--- config.mk ---
export PLATFORM = sky130hd
export DESIGN_NAME = cache_fill_fsm
export DESIGN_NICKNAME = d
export VERILOG_FILES = /design/src/rtl/cache_fill_fsm.sv
export SDC_FILE = /design/constraint.sdc
export NUM_CORES = 1
export LEC_CHECK = 0
export ABC_AREA = 1
export CAP_MARGIN = 20
export CORE_MARGIN = 4
export CORE_UTILIZATION = 35
export CTS_BUF_LIST = sky130_fd_sc_hd__clkbuf_16
export DETAILED_ROUTE_END_ITERATION = 6
export HOLD_SLACK_MARGIN = 0.06
export PLACE_DENSITY_LB_ADDON = 0.1
export RECOVER_POWER = 100
export SLEW_MARGIN = 0
export SYNTH_ARGS = -nofsm -noshare
export SYNTH_HDL_FRONTEND = slang
export SYNTH_SLANG_ARGS = --single-unit
export TNS_END_PERCENT = 50
--- constraint.sdc ---
create_clock -name clk -period 1.7 [get_ports clk]
set_input_delay 0.51 -clock clk [delete_from_list [all_inputs] [get_ports clk]]
set_output_delay 0.51 -clock clk [all_outputs]
set_load 0.02 [all_outputs]
--- src/rtl/cache_fill_fsm.sv ---
// I-cache line fill controller: on a miss it streams 8 words from memory into the data array,
// then writes the line's metadata and holds off one cycle for the cache's registered tag update.
module cache_fill_fsm (
    input  logic        clk,
    input  logic        rst_n,
    input  logic        Miss,
    input  logic [15:0] Addr_CPU,
    output logic [15:0] Addr_FSM,
    output logic [15:0] DataOut_FSM,
    output logic        Data_WE,
    output logic        MetaData_WE,
    output logic        busy,
    output logic        mem_en,
    output logic [15:0] mem_addr,
    input  logic [15:0] mem_data,
    input  logic        mem_valid
);

    typedef enum logic [2:0] {
        StIdle,
        StFetch,
        StWait,
        StMeta,
        StSettle
    } state_e;

    state_e      state_q;
    logic [11:0] base_q;
    logic [2:0]  issue_q;
    logic [2:0]  recv_q;
    logic        accept;

    // Responses are only meaningful while a fill is collecting words; elsewhere they are strays.
    assign accept = rst_n && mem_valid && ((state_q == StFetch) || (state_q == StWait));

    always_ff @(posedge clk) begin
        if (!rst_n) begin
            state_q <= StIdle;
            base_q  <= '0;
            issue_q <= '0;
            recv_q  <= '0;
        end else begin
            unique case (state_q)
                StIdle: begin
                    if (Miss) begin
                        base_q  <= Addr_CPU[15:4];
                        issue_q <= '0;
                        recv_q  <= '0;
                        state_q <= StFetch;
                    end
                end
                StFetch: begin
                    issue_q <= issue_q + 3'd1;
                    if (issue_q == 3'd7) begin
                        state_q <= StWait;
                    end
                end
                StWait:   ;
                StMeta:   state_q <= StSettle;
                StSettle: state_q <= StIdle;
                default:  state_q <= StIdle;
            endcase
            // The last word can land while still issuing; it takes priority over FETCH->WAIT.
            if (accept) begin
                recv_q <= recv_q + 3'd1;
                if (recv_q == 3'd7) begin
                    state_q <= StMeta;
                end
            end
        end
    end

    always_comb begin
        busy        = rst_n && (state_q != StIdle);
        mem_en      = rst_n && (state_q == StFetch);
        mem_addr    = {base_q, issue_q, 1'b0};
        Data_WE     = accept;
        MetaData_WE = rst_n && (state_q == StMeta);
        DataOut_FSM = mem_data;
        unique case (state_q)
            StIdle:  Addr_FSM = Addr_CPU;
            StMeta:  Addr_FSM = {base_q, 4'b0000};
            default: Addr_FSM = {base_q, recv_q, 1'b0};
        endcase
    end

endmodule

==> results.ini <==
[route]
dr.pass1.iters=4
initialDrtViolationCount=50
wirelength_mm=3.509
ant_nets=0
vias_per_cell=4.564
remaining_drc_errors=0
wl_per_cell_um=12.76
vias=1255

[timing]
period_minus_slack_ns=1.803
slew_violations=0
max_freq_mhz=554.7
hold_slack_ns=0.4639
hold_viol=0
setup_ws_ns=-0.1029
skew_ns=0.002278
finalCritPeriodShare_pct=106.1
rsz0062_at_grt=yes
setup_violations=18

[global_route]
grt_usage_pct=15.86
grt_max_degree=27
grt_pass1_vias=1316
overflow=0
antenna_found_initial=0
grt_first_pass_wirelength_mm=5.589

[die]
pin_count=88
die_y_um=67.37
placement_rows=21
die_w_um=67.37
coreArea_sq_um=3363
die_area_sq_um=4539
start_util_pct=36.68

[layout]
diodes=0
finalNonFillerCells=275
fin_nets=270
nFillCells=342
areaGrowthSynthToFinish_pct=58.42
drive_gt1_share_pct=33.19

[clock_network]
ctsLongestPathBuffers=2
clock_insertion_delay_worst_skew_ns=0.25
cts.htree.levels=1
hold_buffers=0
cts_root_buf=clkbuf_16
clk_pin_slew_ns=0.06
cts_made_buffers=3
clock_sinks=21
cts_tree=yes

[synth]
synthTopCellsByArea=dfxtp_1 34%, nand2_1 11%, buf_4 10%
yosysSeqAreaShare_pct=34.08
synth_warnings=0
ys_types=20
synth_top_cell_by_area=dfxtp_1
synth_area_sq_um=1234
mappedNetlistNets=212
synth_cells=172
synth-seq-cells=21
synth_top_area_share_pct=34.08
syn_area_per_cell_sq_um=7.173

[pwr]
power_leakage_nw=0.9769
p_per_area_nw_per_um2=940.9
fin_total_pwr_w=0.001839
worst_ir_drop_vdd_mv=0.7268

[hold_path]
hold_class=reg -> reg

[place]
port_buffers=54
globalplace.congestion=0.8565
place_inst=268
place_hpwl_mm=2.463

[worst_setup_path]
start_kind=flip-flop
critPathMaxFanout=4
cp-end-kind=primary output
worstPathRequired_ns=1.19
cp.arrival_ns=1.29
crit_type=reg -> out

[run_status]
status=complete, but fails checks
violations=negative setup slack

[run]
cap_viol_max_count=0

## per-layer routing
layer  vias up  global-route usage, %  wire length (um)
met5         -                      0                 0
met4         0                  4.557                27
met3         6                  4.825               265
met2        46                  30.18              1814
met1       558                  16.57              1401
li1        645                      -                 -
## flip-flops by register name (all words and copies together) (netlist names)
register and flops:
base_q 12, issue_q 3, recv_q 3, state_q 3
## path summary, 6_finish.rpt
| path | start | to | slack [ns] | cells after the start |
|---|---|---|---|---|
| worst max register to register | state_q[1] | base_q[11] | 0.28 | 6 |
| worst max-delay path | state_q[1] | Addr_FSM[2] | -0.10 | 6 |
| worst min register to register | base_q[4] | base_q[4] | 0.46 | 2 |
| worst min-delay path | base_q[4] | base_q[4] | 0.46 | 2 |
## worst max-delay path: stages, from the launching register on
cell and delay (ns):
dfxtp_2 0.33, nor2_4 0.19, nand2_8 0.12, buf_6 0.16
nand3_2 0.07, nand2_2 0.06, buf_6 0.12
## kinds of logic after synthesis
| logic type | synth area share, % |
|---|---|
| and+or+nand+nor | 21.40 |
| buffers and inverters | 22.92 |
| DFF | 34.08 |
| other | 0.3040 |
| adders and majority gates | 4.057 |
| AOI/OAI and AO/OA | 17.24 |
## placed cells by master, fill, tap and decap left out, types with 2 or more instances in the layout
master / n
a21oi_1: 15
buf_4: 23
buf_6: 16
clkbuf_1: 6
clkbuf_16: 3
clkdlybuf4s50_1: 5
clkinv_8: 2
dfxtp_1: 18
dfxtp_2: 3
dlygate4sd2_1: 21
ha_1: 4
inv_1: 22
inv_2: 4
nand2_1: 29
nand2_2: 5
nand2_4: 3
nand3_1: 7
nand3_2: 3
nand3_4: 3
nor2_1: 3
nor2_4: 2
o21ai_0: 14
o21ai_1: 7
o21ai_2: 5
## cell type report
class	count	area [sq um]	share of cell area, %
timing repair inverter	2	25.02	1.280
tap	46	57.56	2.945
multi-input combinational	102	623.1	31.88
timing repair buffer	74	635.6	32.52
sequential	21	424.2	21.70
clock inverter	1	3.754	0.1921
inverter	26	110.1	5.634
clock buffer	3	75.07	3.841
## through the flow
step                util (%)  TNS [ns]  cell area (sq um)  setup WS (ns)
finish                 58.11    -1.253               1954        -0.1029
global route           58.11    -2.655               1954        -0.1694
CTS                    55.13    -1.173               1854       -0.09301
detailed placement     53.27    -12.33               1792        -0.8057
global placement       53.27    -11.79               1792        -0.7891
floorplan                  -         0               1234         0.1171
## timing repair
action                                  4_1_cts  5_1_grt
pin swaps                                     1        7
endpoints found under the setup margin       29       25
hold endpoints to repair                      0        0
gates cloned                                  1        1
setup buffers                                 1        0
resized for setup                           136       45
## power breakdown
part / internal, W / switching (W) / total (W) / leakage [nW]
registers: 0.000540 / 0.0000278 / 0.000568 / 0.174
clock network: 0.000313 / 0.000174 / 0.000487 / 0.0423
logic: 0.000330 / 0.000454 / 0.000784 / 0.761
total: 0.00118 / 0.000656 / 0.00184 / 0.977
## Yosys cell counts
cell and n:
o21ai_0 6, ha_1 4, nand2_1 35, inv_1 23
dfxtp_1 21, nand3_4 1, inv_4 1, o21ai_1 18
nor2_4 1, buf_6 4, nand2_4 2, a21oi_1 15
buf_4 17, nor2_1 4, nand2_2 1, o21ai_2 2
inv_2 2, buf_2 2, conb_1 1, nand3_1 12
No activity file was read; power rests on OpenSTA's default activity.
